`src/rtl/uart_rx_buffered.sv`:
```
// UART receiver (8N1; 8E1 when RVSTEEL_UART_RX_PARITY_EN is defined) feeding a small byte FIFO.
// Latency: a good byte appears on rx_valid one cycle after its stop-bit sample.
// Backpressure: rx_valid/rx_ready handshake; a good byte arriving at a full FIFO is dropped with an overflow pulse.
module uart_rx_buffered #(
  parameter int CLOCK_FREQUENCY = 50000000,
  parameter int UART_BAUD_RATE  = 9600,
  parameter int FIFO_DEPTH      = 4
) (
  input  logic       clock,
  input  logic       reset,
  input  logic       uart_rx,
  output logic [7:0] rx_data,
  output logic       rx_valid,
  input  logic       rx_ready,
  output logic       frame_error,
  output logic       overflow,
  output logic       parity_error
);

  // Bit timing in clock cycles.
  localparam int P    = CLOCK_FREQUENCY / UART_BAUD_RATE;
  localparam int HALF = P / 2;
  localparam int CW   = $clog2(P + 1);
  localparam logic [CW-1:0] P_LAST    = CW'(P - 1);
  localparam logic [CW-1:0] HALF_LAST = CW'(HALF - 1);

  // FIFO pointers carry one extra wrap bit so full and empty are distinguishable.
  localparam int AW = $clog2(FIFO_DEPTH);

`ifdef RVSTEEL_UART_RX_PARITY_EN
  typedef enum logic [2:0] {IDLE, START, DATA, PARITY, STOP, WAIT_HIGH} state_t;
`else
  typedef enum logic [2:0] {IDLE, START, DATA, STOP, WAIT_HIGH} state_t;
`endif

  state_t        state, state_next;
  logic [CW-1:0] cnt, cnt_next;
  logic [2:0]    bit_cnt, bit_next;
  logic [7:0]    shift, shift_next;
  logic [1:0]    sync_q;
  logic          rx_sync;
  logic          push;
  logic          ferr_set;
`ifdef RVSTEEL_UART_RX_PARITY_EN
  logic          par_bit, par_next;
  logic          par_bad;
  logic          perr_set;
`endif

  logic [AW:0]   wr_ptr, rd_ptr;
  logic [7:0]    mem [FIFO_DEPTH];
  logic          empty, full, pop, do_push, drop;

  // Two-flop synchronizer; flops reset to the idle (high) line level.
  always_ff @(posedge clock or negedge reset) begin
    if (!reset) sync_q <= 2'b11;
    else        sync_q <= {sync_q[0], uart_rx};
  end

  assign rx_sync = sync_q[1];

`ifdef RVSTEEL_UART_RX_PARITY_EN
  // Even parity: data bits plus parity bit must contain an even number of ones.
  assign par_bad = ^{shift, par_bit};
`endif

  // Receiver state, timing counters and shift register.
  always_ff @(posedge clock or negedge reset) begin
    if (!reset) begin
      state   <= IDLE;
      cnt     <= '0;
      bit_cnt <= '0;
      shift   <= '0;
`ifdef RVSTEEL_UART_RX_PARITY_EN
      par_bit <= 1'b0;
`endif
    end else begin
      state   <= state_next;
      cnt     <= cnt_next;
      bit_cnt <= bit_next;
      shift   <= shift_next;
`ifdef RVSTEEL_UART_RX_PARITY_EN
      par_bit <= par_next;
`endif
    end
  end

  // Next-state logic: frame sequencing and sample points.
  always_comb begin
    state_next = state;
    cnt_next   = cnt + CW'(1);
    bit_next   = bit_cnt;
    shift_next = shift;
    push       = 1'b0;
    ferr_set   = 1'b0;
`ifdef RVSTEEL_UART_RX_PARITY_EN
    par_next   = par_bit;
    perr_set   = 1'b0;
`endif
    case (state)
      IDLE: begin
        cnt_next = '0;
        if (!rx_sync) state_next = START;
      end
      START: begin
        // Mid start bit: a high line here means the falling edge was a glitch.
        if (cnt == HALF_LAST) begin
          cnt_next = '0;
          if (rx_sync) begin
            state_next = IDLE;
          end else begin
            state_next = DATA;
            bit_next   = '0;
          end
        end
      end
      DATA: begin
        if (cnt == P_LAST) begin
          cnt_next   = '0;
          shift_next = {rx_sync, shift[7:1]};
          bit_next   = bit_cnt + 3'd1;
          if (bit_cnt == 3'd7) begin
`ifdef RVSTEEL_UART_RX_PARITY_EN
            state_next = PARITY;
`else
            state_next = STOP;
`endif
          end
        end
      end
`ifdef RVSTEEL_UART_RX_PARITY_EN
      PARITY: begin
        if (cnt == P_LAST) begin
          cnt_next   = '0;
          par_next   = rx_sync;
          state_next = STOP;
        end
      end
`endif
      STOP: begin
        // A bad stop bit takes priority over a parity mismatch.
        if (cnt == P_LAST) begin
          cnt_next   = '0;
          state_next = IDLE;
          if (!rx_sync) begin
            ferr_set   = 1'b1;
            state_next = WAIT_HIGH;
          end
`ifdef RVSTEEL_UART_RX_PARITY_EN
          else if (par_bad) begin
            perr_set = 1'b1;
          end
`endif
          else begin
            push = 1'b1;
          end
        end
      end
      WAIT_HIGH: begin
        // Hold off new frames until the line has returned to idle.
        cnt_next = '0;
        if (rx_sync) state_next = IDLE;
      end
      default: begin
        state_next = IDLE;
        cnt_next   = '0;
      end
    endcase
  end

  // Error pulses, registered so each lasts exactly one cycle.
  always_ff @(posedge clock or negedge reset) begin
    if (!reset) begin
      frame_error <= 1'b0;
      overflow    <= 1'b0;
    end else begin
      frame_error <= ferr_set;
      overflow    <= drop;
    end
  end

`ifdef RVSTEEL_UART_RX_PARITY_EN
  // Parity error pulse.
  always_ff @(posedge clock or negedge reset) begin
    if (!reset) parity_error <= 1'b0;
    else        parity_error <= perr_set;
  end
`else
  assign parity_error = 1'b0;
`endif

  // FIFO status; a pop while full frees the slot the simultaneous push needs.
  assign empty   = (wr_ptr == rd_ptr);
  assign full    = (wr_ptr[AW] != rd_ptr[AW]) && (wr_ptr[AW-1:0] == rd_ptr[AW-1:0]);
  assign pop     = !empty && rx_ready;
  assign do_push = push && (!full || pop);
  assign drop    = push && full && !pop;

  // FIFO pointers.
  always_ff @(posedge clock or negedge reset) begin
    if (!reset) begin
      wr_ptr <= '0;
      rd_ptr <= '0;
    end else begin
      if (do_push) wr_ptr <= wr_ptr + 1'b1;
      if (pop)     rd_ptr <= rd_ptr + 1'b1;
    end
  end

  // FIFO storage; contents are only visible through the head when non-empty.
  always_ff @(posedge clock) begin
    if (do_push) mem[wr_ptr[AW-1:0]] <= shift;
  end

  assign rx_valid = !empty;
  assign rx_data  = empty ? 8'h00 : mem[rd_ptr[AW-1:0]];

endmodule

```
`config.mk`:
```
export PLATFORM = sky130hd
export DESIGN_NAME = uart_rx_buffered
export DESIGN_NICKNAME = d
export VERILOG_FILES = /design/src/rtl/uart_rx_buffered.sv
export SDC_FILE = /design/constraint.sdc
export NUM_CORES = 1
export LEC_CHECK = 0
export BUFFER_PORTS_ARGS = -buffer_cell sky130_fd_sc_hd__buf_2
export CAP_MARGIN = 20
export CORE_MARGIN = 5
export CORE_UTILIZATION = 45
export CTS_CLUSTER_SIZE = 16
export DETAILED_ROUTE_END_ITERATION = 10
export GPL_TIMING_DRIVEN = 0
export SLEW_MARGIN = 25
export SYNTH_ARGS = -nofsm -noshare
export SYNTH_HDL_FRONTEND = slang
export SYNTH_SLANG_ARGS = --single-unit
```
`constraint.sdc`:
```
create_clock -name clock -period 6.5 [get_ports clock]
set_input_delay 1.3 -clock clock [delete_from_list [all_inputs] [get_ports clock]]
set_output_delay 1.3 -clock clock [all_outputs]
set_load 0.01 [all_outputs]
```
==> results.toml <==
[timing]
tightest_slew_ps = 832
setup_violations = 0
hold_violations = 0
fin_skew_ps = 11.5
fin_crit_ps = 3350
rsz0062_at_grt = "false"
post-route-period-util = 0.516
fin_ws_ps = 3150
maxSlewViolCount = 0
fin_setup_tns_ps = 0
slew_headroom = 0.446
whs_ps = 358
fmax_ghz = 0.298

[synth]
async_flop_share = 0.536
ys_seq_elements = 69
yosys.area_share.simple = 0.150
syn_nets = 228
synthesis.instances = 216
yosys_warnings = 0
synth-xor-area-share = 0.0533
synth.most_common_cell = "dfrtp_1"
synth_common_cells = "35 x dfrtp_1, 32 x edfxtp_1, 22 x nor2_1"
post-synth-top-area-cell = "edfxtp_1"
synthAdderAreaFrac = 0.0321
synth_compound_area_frac = 0.0313
synthTopCellsByArea = "edfxtp_1 31%, dfrtp_1 28%, mux4_2 5.8%"
syn-cell-area_um2 = 3120
synth_ff_type = "dfrtp_1"
postSynthAreaPerCell_um2 = 14.5
synth_top_area_frac = 0.308
ys_types = 47
synth_top_family_by_area = "simple AND/OR/NAND/NOR gates"
synth_edf_count = 32
seq_area_frac_synth = 0.605
synth_mux_area_frac = 0.0986

[global_routing]
grt_pass1_vias = 1715
grt_max_degree = 38
grt_usage = 0.132
grt_pass1_wl_um = 8700
grt-ovfl-total = 0
antenna_found_initial = 0

[power_and_ir_drop]
leakage_nw = 1.43
worst_ir_drop_vdd_v = 0.000118
power_density_nw_per_um2 = 295

[place]
pre_cts_slack_ps = 3400
place_congestion = 0.767
portBuffers = 14
dp_hpwl_um = 3280

[worst_setup_path]
start_kind = "register"
r2r-end = "mem[0][6]"
arrival_ps = 2050
crit_required_ps = 5200
worst_setup_path_end_kind = "primary output"
r2r_slack_ps = 3980
crit_end = "rx_data[7]"
reg2reg_from = "cnt[3]"
crit_fanout = 10
crit_type = "reg2out"
crit_start = "rd_ptr[1]"
r2r_cells = 4

[clocking]
cts_root_buffer = "clkbuf_8"
clock_sinks = 69
cts-htree-levels = 3
postCtsHoldBufs = 0
clk_latency_ps = 330
clk_path_buf_depth = 2
cts-resized-gates = 0
cts_tree = "done"
clk_pin_slew_ps = 70
cts_setup_buffers = 0
cts_buffers = 9

[drt]
drt_pass1_iterations = 4
drt_iter0_markers = 34
routed_via_density = 5.16
ant_nets = 0
num_vias = 1683
totalWireLength_um = 5010
wl_per_cell_um = 15.4
drc_errors = 0

[floorplanning]
core_um2 = 6760
ios = 16
initial_utilization = 0.462
fp.dieH_um = 93.3
die_x_um = 93.3
rows = 30
die_area_um2 = 8710

[layout]
drive_above_1_share = 0.276
multi_input_area_um2 = 1140
area_delta_synth_final_pct = 12.1
fillers = 600
final_nets = 253
num_antenna_cells = 0
regArea_um2 = 1890
utilization = 0.518

[worst_hold_path]
hold_class = "reg2reg"

[run_status]
run_status = "finished, final reports clean"

[job]
maxCapViolCount = 0
## per-stage QoR
stage / std cells / power [mW] / instance area [µm²]
after detailed placement: 310 / 0.679 / 3290
final: 326 / 1.03 / 3500
after global routing: 326 / 1.09 / 3500
after CTS: 326 / 1.05 / 3500
after floorplan: 216 / 0.620 / 3120
after global placement: 310 / 0.675 / 3290
## where the power goes
part | total, mW | switching, mW | internal [mW] | leakage, nW
Sequential | 0.471 | 0.00659 | 0.465 | 0.818
Clock | 0.371 | 0.156 | 0.215 | 0.103
Combinational | 0.191 | 0.0919 | 0.0996 | 0.509
## layer usage
| metal | GRT usage | routed length [µm] |
|---|---|---|
| met1 | 0.174 | 2330 |
| met2 | 0.206 | 2450 |
| met3 | 0.0314 | 158 |
| met4 | 0.0623 | 78 |
| met5 | 0 | 0 |
## worst min path at each step
stage	startpoint	end	slack (ps)	cells past startpoint
final	sync_q[0]	sync_q[1]	360	0
after global routing	sync_q[0]	sync_q[1]	370	0
after CTS	sync_q[0]	sync_q[1]	360	0
after detailed placement	sync_q[0]	sync_q[1]	350	0
after global placement	sync_q[0]	sync_q[1]	350	0
after floorplan	sync_q[0]	sync_q[1]	350	0
## cell usage in the layout (no fill, tap or decap), types with 3 or more instances in the layout
| cell | count |
|---|---|
| a21oi_1 | 3 |
| and2_1 | 12 |
| buf_2 | 15 |
| clkbuf_1 | 5 |
| clkbuf_8 | 10 |
| dfrtp_1 | 35 |
| edfxtp_1 | 32 |
| ha_1 | 8 |
| inv_1 | 6 |
| mux2_2 | 10 |
| mux4_2 | 8 |
| nand2_1 | 5 |
| nand3_1 | 8 |
| nor2_1 | 22 |
| nor3_1 | 5 |
| nor3b_1 | 3 |
| xnor2_1 | 15 |
| xor2_1 | 4 |
## worst max-delay path, cell delays in order, from the launching register on
cell,delay (ps)
dfrtp_1,350
clkbuf_1,470
xnor2_1,150
nand3b_1,120
clkbuf_1,320
and2_1,190
buf_2,130
## registers in the layout (all words and copies together), names as in the netlist
| name | cells |
|---|---|
| bit_cnt | 3 |
| cnt | 13 |
| frame_error | 1 |
| mem | 32 |
| overflow | 1 |
| rd_ptr | 3 |
| shift | 8 |
| state | 3 |
| sync_q | 2 |
| wr_ptr | 3 |
## cell type report
class / count / area share
clock inverter: 5 / 0.0222
inverter: 6 / 0.00643
tap: 80 / 0.0286
buffer: 9 / 0.0193
timing repair buffer: 14 / 0.0200
sequential: 69 / 0.539
clock buffer: 11 / 0.0375
multi-input combinational: 132 / 0.327
## logic make-up after synthesis
group / count (synthesis)
muxes: 19
AOI/OAI and AO/OA: 11
xor gates and xnor gates: 19
DFF: 69
other: 1
and+or+nand+nor: 74
adders and majority gates: 8
buffers and inverters: 15
Power figures use the tool's default switching activity.
